--- config.mk ---
export PLATFORM = sky130hd
export DESIGN_NAME = instr_prefetch_unit
export DESIGN_NICKNAME = d
export VERILOG_FILES = /design/src/rtl/fetch_pkg.sv /design/src/rtl/fetch_fifo.sv /design/src/rtl/instr_prefetch_unit.sv
export SDC_FILE = /design/constraint.sdc
export NUM_CORES = 1
export LEC_CHECK = 0
export BUFFER_PORTS_ARGS = -buffer_cell sky130_fd_sc_hd__buf_2
export CORE_MARGIN = 10
export CORE_UTILIZATION = 45
export CTS_BUF_LIST = sky130_fd_sc_hd__clkbuf_16
export CTS_CLUSTER_DIAMETER = 120
export DETAILED_ROUTE_END_ITERATION = 7
export MAX_ROUTING_LAYER = met4
export SLEW_MARGIN = 20
export SYNTH_ARGS = -nofsm -noshare
export SYNTH_HDL_FRONTEND = slang
export SYNTH_SLANG_ARGS = --single-unit
--- constraint.sdc ---
create_clock -name clk -period 11.2 [get_ports clk]
set_clock_uncertainty 0.15 [all_clocks]
set_input_delay 0.56 -clock clk [delete_from_list [all_inputs] [get_ports clk]]
set_output_delay 0.56 -clock clk [all_outputs]
set_load 0.01 [all_outputs]
--- src/rtl/fetch_pkg.sv ---
// Shared types and helpers for the instruction prefetch unit.
package fetch_pkg;

  typedef enum logic [1:0] {
    IDLE,
    ISSUE,
    LAST
  } fetch_state_t;

  localparam int DEF_ADDR_WIDTH  = 24;
  localparam int DEF_INSTR_WIDTH = 64;

  // FIFO entry layout at the default widths; the top re-declares it at its own widths.
  typedef struct packed {
    logic [DEF_ADDR_WIDTH-1:0]  pc;
    logic [DEF_INSTR_WIDTH-1:0] instr;
  } fetch_entry_t;

  function automatic int calc_beats(input int instr_width, input int mem_data_width);
    return instr_width / mem_data_width;
  endfunction

endpackage

--- src/rtl/fetch_fifo.sv ---
// Synchronous FIFO with flush and occupancy output; head is a combinational read.
module fetch_fifo #(
  parameter int WIDTH = 88,
  parameter int DEPTH = 4
) (
  input  logic                     clk,
  input  logic                     rst,
  input  logic                     flush,
  input  logic                     push,
  input  logic [WIDTH-1:0]         push_data,
  input  logic                     pop,
  output logic [WIDTH-1:0]         head,
  output logic [$clog2(DEPTH):0]   count
);

  localparam int PTR_W = $clog2(DEPTH);
  localparam int CNT_W = PTR_W + 1;

  logic [WIDTH-1:0] mem [DEPTH];
  logic [PTR_W-1:0] wr_ptr;
  logic [PTR_W-1:0] rd_ptr;

  always_ff @(posedge clk) begin
    if (rst) begin
      wr_ptr <= '0;
      rd_ptr <= '0;
      count  <= '0;
      // NOTE: storage is cleared only by reset so the empty head reads as zero; flush just moves pointers.
      for (int i = 0; i < DEPTH; i++) mem[i] <= '0;
    end else if (flush) begin
      wr_ptr <= '0;
      rd_ptr <= '0;
      count  <= '0;
    end else begin
      if (push) begin
        mem[wr_ptr] <= push_data;
        wr_ptr      <= wr_ptr + PTR_W'(1);
      end
      if (pop) rd_ptr <= rd_ptr + PTR_W'(1);
      count <= count + CNT_W'(push) - CNT_W'(pop);
    end
  end

  assign head = mem[rd_ptr];

endmodule

--- src/rtl/instr_prefetch_unit.sv ---
// Instruction prefetcher: assembles wide instructions from narrow memory beats into a FIFO.
// Optional feature macro: FETCH_REDIRECT_EN (redirect/flush port active when defined).
module instr_prefetch_unit
  import fetch_pkg::*;
#(
  parameter int                    ADDR_WIDTH     = 24,
  parameter int                    INSTR_WIDTH    = 64,
  parameter int                    MEM_DATA_WIDTH = 8,
  parameter int                    FIFO_DEPTH     = 4,
  parameter logic [ADDR_WIDTH-1:0] RESET_PC       = '0
) (
  input  logic                      clk,
  input  logic                      rst,
  input  logic                      fetch_en_i,
  input  logic                      redirect_valid_i,
  input  logic [ADDR_WIDTH-1:0]     redirect_pc_i,
  output logic                      mem_req_o,
  output logic [ADDR_WIDTH-1:0]     mem_addr_o,
  input  logic [MEM_DATA_WIDTH-1:0] mem_rdata_i,
  output logic                      instr_valid_o,
  output logic [INSTR_WIDTH-1:0]    instr_o,
  output logic [ADDR_WIDTH-1:0]     instr_pc_o,
  input  logic                      instr_ready_i,
  output logic [ADDR_WIDTH-1:0]     pc_o,
  output logic                      busy_o
);

  localparam int BEATS = calc_beats(INSTR_WIDTH, MEM_DATA_WIDTH);
  localparam int CNT_W = (BEATS > 1) ? $clog2(BEATS) : 1;
  localparam int OCC_W = $clog2(FIFO_DEPTH) + 1;
  localparam int ENT_W = ADDR_WIDTH + INSTR_WIDTH;

  localparam logic [CNT_W-1:0] LAST_BEAT = CNT_W'(BEATS - 1);
  localparam logic [OCC_W-1:0] DEPTH_L   = OCC_W'(FIFO_DEPTH);

  typedef struct packed {
    logic [ADDR_WIDTH-1:0]  pc;
    logic [INSTR_WIDTH-1:0] instr;
  } entry_t;

  fetch_state_t           state;
  logic [CNT_W-1:0]       beat_cnt;
  logic [ADDR_WIDTH-1:0]  pc;
  logic [ADDR_WIDTH-1:0]  pc_start;
  logic [INSTR_WIDTH-1:0] asm_q;
  logic [INSTR_WIDTH-1:0] asm_next;
  logic                   req_q;
  logic                   busy_q;
  logic                   flush;
  logic                   push;
  logic                   pop;
  logic [OCC_W-1:0]       occ;
  entry_t                 push_entry;
  entry_t                 head_entry;

`ifdef FETCH_REDIRECT_EN
  assign flush = redirect_valid_i;
`else
  assign flush = 1'b0;
  logic unused_redirect;
  assign unused_redirect = ^{redirect_valid_i, redirect_pc_i};
`endif

  // Beats shift in from the LSB end, so the first beat ends up in the MSBs.
  assign asm_next = (asm_q << MEM_DATA_WIDTH) | INSTR_WIDTH'(mem_rdata_i);

  assign push             = (state == LAST);
  assign pop              = instr_valid_o && instr_ready_i;
  assign push_entry.pc    = pc_start;
  assign push_entry.instr = asm_next;

  always_ff @(posedge clk) begin
    if (rst) begin
      state    <= IDLE;
      beat_cnt <= '0;
      pc       <= RESET_PC;
      pc_start <= '0;
      asm_q    <= '0;
      req_q    <= 1'b0;
      busy_q   <= 1'b0;
    end
`ifdef FETCH_REDIRECT_EN
    else if (redirect_valid_i) begin
      state    <= IDLE;
      beat_cnt <= '0;
      pc       <= redirect_pc_i;
      req_q    <= 1'b0;
      busy_q   <= 1'b0;
    end
`endif
    else begin
      case (state)
        IDLE: begin
          if (fetch_en_i && (occ < DEPTH_L)) begin
            state    <= ISSUE;
            pc_start <= pc;
            beat_cnt <= '0;
            req_q    <= 1'b1;
            busy_q   <= 1'b1;
          end
        end
        ISSUE: begin
          pc <= pc + ADDR_WIDTH'(1);
          // Beat 0 has no returning data; later beats capture the previous request's data.
          if (beat_cnt != '0) asm_q <= asm_next;
          if (beat_cnt == LAST_BEAT) begin
            state <= LAST;
            req_q <= 1'b0;
          end else begin
            beat_cnt <= beat_cnt + CNT_W'(1);
          end
        end
        LAST: begin
          // Occupancy before this cycle's push and pop, so the check is conservative.
          if (fetch_en_i && ((occ + OCC_W'(1)) < DEPTH_L)) begin
            state    <= ISSUE;
            pc_start <= pc;
            beat_cnt <= '0;
            req_q    <= 1'b1;
          end else begin
            state  <= IDLE;
            busy_q <= 1'b0;
          end
        end
        default: begin
          state  <= IDLE;
          req_q  <= 1'b0;
          busy_q <= 1'b0;
        end
      endcase
    end
  end

  fetch_fifo #(
    .WIDTH (ENT_W),
    .DEPTH (FIFO_DEPTH)
  ) u_fifo (
    .clk       (clk),
    .rst       (rst),
    .flush     (flush),
    .push      (push),
    .push_data (push_entry),
    .pop       (pop),
    .head      (head_entry),
    .count     (occ)
  );

  assign instr_valid_o = (occ != '0);
  assign instr_o       = head_entry.instr;
  assign instr_pc_o    = head_entry.pc;
  assign mem_req_o     = req_q;
  assign mem_addr_o    = pc;
  assign pc_o          = pc;
  assign busy_o        = busy_q;

endmodule

==> Word level (Yosys, flattened, before mapping) <==
Memory sizes are Yosys's and may differ from the RTL's. A register that Yosys moved wholly into a read port is not among the register bits.
Index checks and enable logic that the tools add are counted.
{ "word_totals": {"ff_bits": 118, "latchBits": 0, "ramBits": 352, "mem_bits_ro": 0, "input_bits": 37, "out_inout_bits": 139, "wordCells": 72, "memories": 1} }
{ "classes": {"n_addsub": 7, "n_mul": 0, "div_mod_pow": 0, "n_lt_le_gt_ge": 2, "n_eq_ne": 8, "n_shift": 0, "mux": 27, "bitwise": 2, "n_reduce_logical": 15} }
{ "mem_list": {"columns": ["memory", "depth", "word_bits", "rd", "rd_clocked_by_memory_dff", "write_ports", "line_no", "rtl"], "rows": [
  ["u_fifo.mem", 4, 88, 1, 1, 4, "fetch_fifo.sv:19", "logic [WIDTH-1:0] mem [DEPTH];"]
]} }
{ "ops": {"columns": ["op", "n"], "rows": [
  ["88-bit 2-to-1 mux", 1],
  ["88-bit OR reduction", 1],
  ["64-bit by 8-bit OR with 64-bit output", 1],
  ["24-bit 2-to-1 mux", 2],
  ["24-bit one-hot mux with 2 select lines", 1],
  ["24-bit by 1-bit adder with 24-bit output (second input constant)", 1],
  ["1-bit 2-to-1 mux", 11],
  ["2-bit 2-to-1 mux", 5],
  ["2-bit inequality test (second input constant)", 5],
  ["3-bit 2-to-1 mux", 3],
  ["3-bit one-hot mux with 3 select lines", 1],
  ["3-bit AND reduction", 3],
  ["3-bit nonzero test", 3],
  ["3-bit by 1-bit adder with 3-bit output (second input constant)", 2],
  ["3-bit < comparator (second input constant)", 2],
  ["1-bit one-hot mux with 3 select lines", 2],
  ["2-bit one-hot mux with 3 select lines", 1],
  ["2-bit by 1-bit adder with 2-bit output (second input constant)", 2],
  ["2-bit AND reduction", 2],
  ["4-bit AND reduction", 1],
  ["3-bit by 1-bit adder with 3-bit output", 1],
  ["3-bit equality test (second input constant)", 1],
  ["1-bit logical AND", 3],
  ["3-bit by 1-bit subtractor with 3-bit output", 1],
  ["5 further kinds", 5]
]} }

==> Logic depth before layout (Yosys ltp) <==
Gate-level depths: netlist of run 1.
{ "logic_depth": {"depth_word": 6, "mapped_depth": 8, "depth_no_buf": 7} }

==> Hierarchy <==
Synthesis of run 1 repeated with hierarchy kept, for this count alone.
{ "unflattened": {"hier_cells": 1550, "hier_area_um2": 19881.6} }
{ "by_module_without_submodules": {"columns": ["module", "instances", "cells_per_inst", "area_each_um2", "seq_area_each_um2"], "rows": [
  ["fetch_fifo", 1, 994, 15258.4, 10750.3],
  ["instr_prefetch_unit", 1, 556, 4623.2, 2222.1]
]} }

==> Worst setup path after synthesis of run 1 <==
OpenSTA, ideal clock, no wires.
{ "synth_path": {"path_kind": "register to register", "start": "reg u_fifo.wr_ptr[0]", "end": "mem u_fifo.mem[2][0], enable pin", "arrival_ns": 7.319, "required_ns": 10.385, "path_slack_ns": 3.066, "stages_incl_launch_ff": 5, "n_path_buf": 2, "period_less_slack_ns": 8.134, "cell_sequence": "dfxtp_1 -> nand2b_1 -> clkbuf_1 -> clkbuf_1 -> o31ai_1"} }
{ "synth_rtl": {"columns": ["item", "line_no", "rtl"], "rows": [
  ["from (decl)", "fetch_fifo.sv:20", "logic [PTR_W-1:0] wr_ptr;"],
  ["from (signal assigned)", "fetch_fifo.sv:37", "wr_ptr <= wr_ptr + PTR_W'(1);"],
  ["to (decl)", "fetch_fifo.sv:19", null]
]} }

==> results of run 1 <==
==> final timing paths <==
check,to,slack [ps],cells after the start
worst min register to register,mem_req_o,300,2
worst min-delay path,asm_q[0],100,3
worst max register to register,u_fifo.mem[2][79],7710,4
worst max-delay path,instr_pc_o[9],7650,3
==> flip-flops by register name, indices dropped and copies added (netlist names), named ones only <==
| register | cells |
|---|---|
| asm_q | 56 |
| beat_cnt | 3 |
| busy_o | 1 |
| mem_addr_o | 24 |
| mem_req_o | 1 |
| pc_start | 24 |
| state | 2 |
| u_fifo.count | 3 |
| u_fifo.mem | 352 |
| u_fifo.rd_ptr | 2 |
| u_fifo.wr_ptr | 2 |
==> final cells by class <==
type	count	area [sq um]	share of cell area [%]
timing repair buffer	170	903	4.06
inverter	101	379	1.70
multi-input combinational	840	5680	25.5
clock buffer	49	1230	5.51
sequential	472	13000	58.3
clock inverter	41	364	1.64
tap	585	732	3.29
==> metal layers <==
layer	wire, um	GRT usage, %
met1	19800	22.6
met5	0	-
met3	2280	3.08
met2	22500	29.4
met4	962	5.35
==> worst max-delay path, cell delays in order (launching register included) <==
cell     delay (ps)
dfxtp_4         660
buf_4           770
mux4_2          640
buf_2           170
==> power by group through the flow <==
stage / combinational, mW / clock [mW] / sequential (mW)
floorplan: 0.472 / 0 / 2.00
global placement: 0.677 / 0 / 2.04
finish: 0.652 / 1.61 / 2.00
detailed placement: 0.676 / 0 / 2.04
global route: 0.713 / 1.71 / 2.01
CTS: 0.678 / 1.65 / 2.00
==> placed cells by master, fill, tap and decap left out, types with 8 or more instances in the layout <==
master,instances
a21oi_1,90
buf_2,149
mux4_2,88
dfxtp_1,118
o21ai_0,12
nor2b_1,8
nand4_1,13
and2_1,89
clkinv_1,10
clkbuf_16,49
nor2_1,203
buf_4,21
xnor2_1,11
inv_1,115
nand2_1,254
edfxtp_1,352
==> kinds of logic after synthesis <==
group	share of synthesized area (%)
adders and majority gates	0.487
muxes	10.4
and+or+nand+nor	13.9
buffers and inverters	4.81
xor gates and xnor gates	0.763
AOI/OAI and AO/OA	3.11
DFF	66.5
==> metrics by stage <==
| stage | total power, mW | instance area [sq um] | setup WS [ps] | util, % | hold WS, ps |
|---|---|---|---|---|---|
| CTS | 4.33 | 22300 | 7500 | 51.8 | 70.2 |
| detailed placement | 2.71 | 20700 | 7520 | 48.1 | 300 |
| global placement | 2.71 | 20700 | 7530 | 48.1 | 304 |
| floorplan | 2.47 | 19500 | 3070 | - | 295 |
| finish | 4.26 | 22300 | 7650 | 51.8 | 101 |
| global route | 4.44 | 22300 | 7400 | 51.8 | 103 |
==> out/qor.csv, run 1 <==
metric;value;unit
YS warnings;0;
LEAKAGE;8.52;nW
number of global-route vias before repair;12300;
Fin. Hold Viols;0;
Post-synth EDFFs;352;
share of layout cells above drive strength 1;20.8;%
pwr/cell area;192;nW/um^2
Seq cells post-synth;472;
leading cell type by number of instances after synthesis;edfxtp_1;
post-layout min period;3550;ps
Max-cap violations;0;
required time of the critical path;10490;ps
Fill cells;3800;
Comb power frac;15.3;%
post-synthesis async set-or-reset flop share;0;%
final setup violation count;0;
startpoint types;flop;
Avg Cell Area, Syn;12.8;sq um
antenna-violating nets left;0;
unrepaired setup endpoints after global routing;false;
hold_buf cts;0;
RD Place Congestion;0.798;
ANT cells;0;
first-pass detailed-route iteration total;5;
Setup TNS;0;ps
synth cell count leaders;352 x edfxtp_1, 255 x nand2_1, 203 x nor2_1, 120 x dfxtp_1, 101 x inv_1;
Switch Pwr;1.08;mW
PortBufs;150;
total grt overflow;0;
drt wl/cell;20.2;um
WP data arrival;2840;ps
clock buffer depth;3;
sequential area share after synthesis;66.5;%
worst-margin pin slew;1050;ps
first-pass GRT wire length;71100;um
TritonCTS Sinks;472;
DIE HEIGHT;228;um
reg-to-reg critical path startpoint;u_fifo.wr_ptr[1];
status;finished, final reports clean;
IO Count;176;
post-cts sizing count;0;
synth unique cells;51;
Max Clk Rate;282;MHz
share of the synthesized area in the top cell type;54.2;%
CP Max Fanout;39;
largest area contributor in the netlist;edfxtp_1;
worst min path class;in2reg;
dpl hpwl;25000;um
Max Slew Vio Count;0;
Cell Int Power;3.19;mW
top_reg_cell synth;edfxtp_1;
synth-to-layout area growth;14.1;%
worst hold start;mem_rdata_i[0];
peak supply drop;0.108;mV
TritonCTS clock tree;built;
total wire length;45500;um
clock slew at reported path FFs;60;ps
fin cells;2258;
cts bufs inserted;48;
Rel. slew slack;30.0;%
via count;11700;
initial cell density of the core;45.4;%
Net Count, Synth;1572;
Reg power frac;46.8;%
clock latency at the later pin of the worst-skew pair;570;ps
endpoint class of the critical path;output pin;
die width;228;um
vias per inst;5.17;
gr usage total;17.9;%
# Post-CTS Setup Buffers;0;
largest net degree at the start of global routing;89;
Core Region;43000;sq um
die area;52100;sq um
top post-synthesis cells by area;edfxtp_1 54%, dfxtp_1 12%, mux4_2 10%, nand2_1 4.9%, nor2_1 3.9%;
CP Class;reg2out;
Cells after Synth;1528;
Cells after DPL;2168;
clk root buf;clkbuf_16;
H-tree levels;2;
Clk network pwr share;37.9;%
initial antenna violation count;0;
site row count;76;
synthesized area;19500;sq um
Final period util;31.7;%
DRC;0;
# nets final;1677;
switching share of power;25.2;%
initial drt markers;723;
Power figures use the tool's default switching activity.
==> inputs of run 2 (changes only) <==
--- a/config.mk
+++ b/config.mk
@@ -12,6 +12,7 @@
 export CTS_CLUSTER_DIAMETER = 120
 export DETAILED_ROUTE_END_ITERATION = 7
 export MAX_ROUTING_LAYER = met4
+export PLACE_DENSITY = 0.66
 export SLEW_MARGIN = 20
 export SYNTH_ARGS = -nofsm -noshare
 export SYNTH_HDL_FRONTEND = slang
==> constraint.sdc (replaced) <==
create_clock -name clk -period 3.2 [get_ports clk]
set_clock_uncertainty 0.15 [all_clocks]
set_input_delay 0.16 -clock clk [delete_from_list [all_inputs] [get_ports clk]]
set_output_delay 0.16 -clock clk [all_outputs]
set_load 0.01 [all_outputs]
==> run 2 against run 1 <==
Net effect:
- global-route usage hardly changed
- wire length down 1.0%
- sequential power grew to 3.5 times the previous value
- final cell count is 0.89% higher
- utilization rose by 0.63 points
- critical path type is now reg2reg
- setup slack worse by 7200 ps
- via count rose by 1.7%
- die area did not move
- power rose to 3.4 times the previous value
- clock power grew to 3.3 times the previous value
- combinational power rose to 3.7 times the previous value
- largest cell class unchanged
- critical path depth is 5 higher
==> out/qor.csv, run 2 (synthesized netlist as in run 1, its figures left out) <==
metric;value;unit;change
status;finished, final reports clean;;
CP Class;reg2reg;;
worst min path class;in2reg;;
Comb power frac;16.3;%;+1.0 points
LEAKAGE;8.62;nW;+1.2%
pwr/cell area;652;nW/um^2;+240%
cts bufs inserted;48;;unchanged
# nets final;1700;;+1.4%
most common cell after layout, fill and taps aside;edfxtp_1;;
startpoint types;flop;;
DIE HEIGHT;228;um;unchanged
reg-to-reg critical path startpoint;beat_cnt[0];;
antenna-violating nets left;0;;unchanged
vias per inst;5.22;;+0.84%
dpl hpwl;25500;um;+2.0%
ANT cells;0;;unchanged
die width;228;um;unchanged
switching share of power;25.6;%;+0.34 points
Cell Int Power;10.9;mW;+240%
endpoint class of the critical path;flop;;
Reg power frac;47.4;%;+0.6 points
Core Region;43000;sq um;unchanged
final setup violation count;0;;unchanged
max reg flops;352;;unchanged
die area;52100;sq um;unchanged
clock slew at reported path FFs;60;ps;about the same
DRC;0;;unchanged
first-pass detailed-route iteration total;5;;unchanged
Final period util;86.2;%;
number of global-route vias before repair;12600;;+2.1%
first-pass GRT wire length;72000;um;+1.3%
TritonCTS Sinks;472;;unchanged
drt wl/cell;19.8;um;-1.9%
Clk network pwr share;36.3;%;-1.6 points
fin cells;2278;;+0.89%
initial cell density of the core;45.4;%;unchanged
total grt overflow;0;;unchanged
Max-cap violations;0;;unchanged
worst-margin pin slew;929;ps;-121 ps
clk root buf;clkbuf_16;;
required time of the critical path;3550;ps;-6940 ps
commonest cells after routing, fill and taps aside;352 x edfxtp_1, 254 x nand2_1, 203 x nor2_1;;
via count;11900;;+1.7%
RD Place Congestion;0.821;;+2.8%
PortBufs;150;;unchanged
Fin. Hold Viols;0;;unchanged
unrepaired setup endpoints after global routing;false;;
Max Clk Rate;363;MHz;
total wire length;45100;um;-1.0%
CP Max Fanout;34;;-13%
worst setup path start;beat_cnt[0];;
initial antenna violation count;0;;unchanged
TritonCTS clock tree;built;;
site row count;76;;unchanged
Rel. slew slack;38.0;%;+8.1 points
synth-to-layout area growth;15.5;%;
Cells after DPL;2175;;+0.32%
post-layout min period;2760;ps;
largest net degree at the start of global routing;89;;unchanged
Biggest register;u_fifo.mem;;
share of layout cells above drive strength 1;20.8;%;about the same
worst hold start;mem_rdata_i[0];;
gr usage total;17.9;%;about the same
clock latency at the later pin of the worst-skew pair;580;ps;about the same
IO Count;176;;unchanged
peak supply drop;0.380;mV;+250%
WP data arrival;3110;ps;+270 ps
R2R Setup Slk;440;ps;-7270 ps
initial drt markers;948;;+31%
Max Slew Vio Count;0;;unchanged
Switch Pwr;3.75;mW;+250%
clock buffer depth;3;;unchanged
Largest regs;u_fifo.mem (352), asm_q (56);;
Setup TNS;0;ps;unchanged
H-tree levels;2;;unchanged
[run 2: power groups by stage]
| stage | sequential (mW) | combinational, mW | clock [mW] |
|---|---|---|---|
| 2_1_floorplan | 6.97 | 1.66 | 0 |
| 3_3_place_gp | 7.08 | 2.45 | 0 |
| 3_5_place_dp | 7.10 | 2.45 | 0 |
| 4_1_cts | 6.97 | 2.48 | 5.41 |
| 5_1_grt | 7.00 | 2.61 | 5.66 |
| 6_report | 6.97 | 2.39 | 5.33 |
[run 2: path summary, 6_finish.rpt]
path / end / cells past startpoint
hold reg to reg: mem_req_o / 2
setup / recovery: asm_q[3] / 8
setup reg to reg: asm_q[3] / 8
hold / removal: asm_q[0] / 4
[run 2: timing repair]
action | 4_1_cts | 5_1_grt
resized for setup | 0 | 0
buffers inserted | 0 | 0
endpoints found under the hold margin | 74 | 0
hold buffers | 16 | 0
[run 2: stage by stage]
stage / instance area (sq um) / power (mW) / hold slack, ps / utilization [%] / worst slack (ps)
finish: 22500 / 14.7 / 282 / 52.4 / 442
global route: 22500 / 15.3 / 286 / 52.4 / 288
CTS: 22500 / 14.9 / 239 / 52.4 / 450
detailed placement: 20900 / 9.56 / 286 / 48.6 / 760
global placement: 20900 / 9.53 / 280 / 48.6 / 824
floorplan: 19600 / 8.62 / 146 / - / -536
[run 2: final cells by class]
type,instances,area (sq um)
repair buffers,193,1280
clock inverters,39,285
fillers,3657,20400
multi-input cells,840,5680
flip-flops and latches,472,13000
inverters,101,379
clock buffers,48,1200
well taps,585,732
[run 2: metal layers]
layer	global-route usage (%)	vias to the layer above	part of all wire [%]
li1	-	5545	-
met1	23.2	5983	44
met2	29.3	314	50
met3	2.84	44	5.1
met4	4.31	0	1.4
met5	-	-	0
[run 2: critical path, cell delays in order (launching register included)]
cell and delay [ps]:
dfxtp_1 350, inv_1 70, ha_1 130, inv_1 60, o21ai_4 580, buf_4 490
nand2_1 100, a21oi_1 150, dlygate4sd3_1 570
==> inputs of run 3 (changes only) <==
--- a/config.mk
+++ b/config.mk
@@ -13,6 +13,7 @@
 export DETAILED_ROUTE_END_ITERATION = 7
 export MAX_ROUTING_LAYER = met4
 export PLACE_DENSITY = 0.66
+export RECOVER_POWER = 100
 export SLEW_MARGIN = 20
 export SYNTH_ARGS = -nofsm -noshare
 export SYNTH_HDL_FRONTEND = slang
==> run 3 against run 2 <==
Net effect:
- power is 0.72% lower
- hold slack got worse by 6.7 ps
- final cell count unchanged
- register-to-register slack about the same
- via count hardly changed
- count of clock-buffer cells in the layout unchanged
- critical path depth down 5
- non-clock buffer count is the same
- global-route usage unchanged
- fmax down 3.4%
- critical path type is now reg2out
- largest power group unchanged
==> out/qor.csv, run 3 (synthesized netlist as in run 1, its figures left out) <==
metric;value;unit;change
Reg power frac;47.7;%;+0.3 points
post-cts sizing count;0;;unchanged
DRC;0;;unchanged
startpoint types;flop;;
# Post-CTS Setup Buffers;0;;unchanged
cts bufs inserted;48;;unchanged
reg-to-reg critical path startpoint;beat_cnt[0];;
hold_buf cts;16;;unchanged
PortBufs;150;;unchanged
Max Slew Vio Count;0;;unchanged
Comb power frac;15.8;%;-0.5 points
Rel. slew slack;28.0;%;-10 points
total grt overflow;0;;unchanged
clk root buf;clkbuf_16;;
R2R Setup Slk;440;ps;about the same
share of layout cells above drive strength 1;12.5;%;-8.3 points
DIE HEIGHT;228;um;unchanged
CP Max Fanout;41;;+21%
Fin. Hold Viols;0;;unchanged
worst hold start;mem_rdata_i[6];;
Core Region;43000;sq um;unchanged
ANT cells;0;;unchanged
LEAKAGE;8.02;nW;-6.9%
status;finished, final reports clean;;
TritonCTS Sinks;472;;unchanged
commonest cells after routing, fill and taps aside;352 x edfxtp_1, 254 x nand2_1, 203 x nor2_1;;
max reg flops;352;;unchanged
CP max stage delay;750;ps;+170 ps
required time of the critical path;2890;ps;-660 ps
synth-to-layout area growth;14.1;%;
final setup violation count;0;;unchanged
Cell Int Power;10.8;mW;-0.95%
gr usage total;17.9;%;unchanged
initial cell density of the core;45.4;%;unchanged
Setup WS post-layout;345;ps;-97.5 ps
vias per inst;5.22;;about the same
TritonCTS clock tree;built;;
Clk network pwr share;36.5;%;+0.2 points
clock slew at reported path FFs;60;ps;about the same
Largest regs;u_fifo.mem (352), asm_q (56);;
worst reg2reg path endpoint;asm_q[3];;
Max Clk Rate;350;MHz;-3.4%
endpoint class of the critical path;output pin;;
initial drt markers;986;;+4.0%
RD Place Congestion;0.821;;unchanged
Cells after DPL;2175;;unchanged
die area;52100;sq um;unchanged
largest net degree at the start of global routing;89;;unchanged
number of global-route vias before repair;12600;;unchanged
first-pass detailed-route iteration total;5;;unchanged
unrepaired setup endpoints after global routing;false;;
clock latency at the later pin of the worst-skew pair;580;ps;about the same
Biggest register;u_fifo.mem;;
via count;11900;;+0.042%
switching share of power;25.7;%;+0.17 points
worst-path cell chain;buf_12, mux4_2, clkbuf_1;;
die width;228;um;unchanged
initial antenna violation count;0;;unchanged
clock buffer depth;3;;unchanged
Worst Hold Endpoint;asm_q[6];;
Final period util;89.2;%;+3.0 points
dpl ws;760;ps;unchanged
H-tree levels;2;;unchanged
antenna-violating nets left;0;;unchanged
site row count;76;;unchanged
# nets final;1700;;unchanged
post-layout min period;2860;ps;+97.5 ps
total wire length;45100;um;about the same
drt wl/cell;19.8;um;about the same
Max-cap violations;0;;unchanged
fin cells;2278;;unchanged
dpl hpwl;25500;um;unchanged
CP Class;reg2out;;
first-pass GRT wire length;72000;um;unchanged
worst min path class;in2reg;;
Switch Pwr;3.75;mW;about the same
slowest CP cell;dfxtp_2;;
peak supply drop;0.379;mV;-0.10%
most common cell after layout, fill and taps aside;edfxtp_1;;
pwr/cell area;655;nW/um^2;+0.50%
worst-margin pin slew;1080;ps;+151 ps
WP data arrival;2550;ps;-560 ps
R2R depth;8;;unchanged
WHS Path Cells;4;;unchanged
IO Count;176;;unchanged
## run 3: worst max-delay path, delay by kind of cell (launching register included)
family                 cells  cell delay (ps)
multiplexers               1              610
buffers and inverters      2              560
flip-flops                 1              750
## run 3: routing by layer
layer | global-route usage [%] | wire (um) | up-vias | part of all wire [%]
li1 | - | - | 5539 | -
met1 | 23.2 | 19400 | 5983 | 43
met2 | 29.3 | 22500 | 321 | 50
met3 | 2.84 | 2450 | 48 | 5.4
met4 | 4.31 | 659 | 0 | 1.5
met5 | - | 0 | - | 0
## run 3: through the flow
step / utilization [%] / area [sq um] / TNS [ps] / hold WS [ps] / power (mW)
floorplan: - / 19600 / -131200 / 146 / 8.62
global placement: 48.6 / 20900 / 0 / 280 / 9.53
detailed placement: 48.6 / 20900 / 0 / 286 / 9.56
CTS: 52.4 / 22500 / 0 / 239 / 14.9
global route: 51.8 / 22300 / 0 / 286 / 15.2
finish: 51.8 / 22300 / 0 / 275 / 14.6
## run 3: how the worst max path moves through the flow
stage                         to  cells after the start     startpoint
6_report             instr_o[21]                      3           flop
5_1_grt        u_fifo.mem[3][68]                      5            rst
4_1_cts              instr_o[21]                      3           flop
3_5_place_dp      mem_addr_o[22]                      5  mem_addr_o[1]
3_3_place_gp      mem_addr_o[22]                      5  mem_addr_o[0]
2_1_floorplan   u_fifo.mem[1][0]                      4       state[0]
## run 3: area by class of cell
cell class	instances	area [sq um]
Clock buffer	48	1200
Clock inverter	39	285
Fill cell	3732	20700
Inverter	101	379
Multi-Input combinational cell	840	5610
Sequential cell	472	13000
Tap cell	585	732
Timing Repair Buffer	193	1070
## run 3: power by group through the flow
stage                     logic (mW)  clock network (mW)  registers (mW)
after detailed placement        2.45                   0            7.10
after global placement          2.45                   0            7.08
after CTS                       2.48                5.41            6.97
final                           2.30                5.32            6.96
after global routing            2.52                5.66            6.99
after floorplan                 1.66                   0            6.97
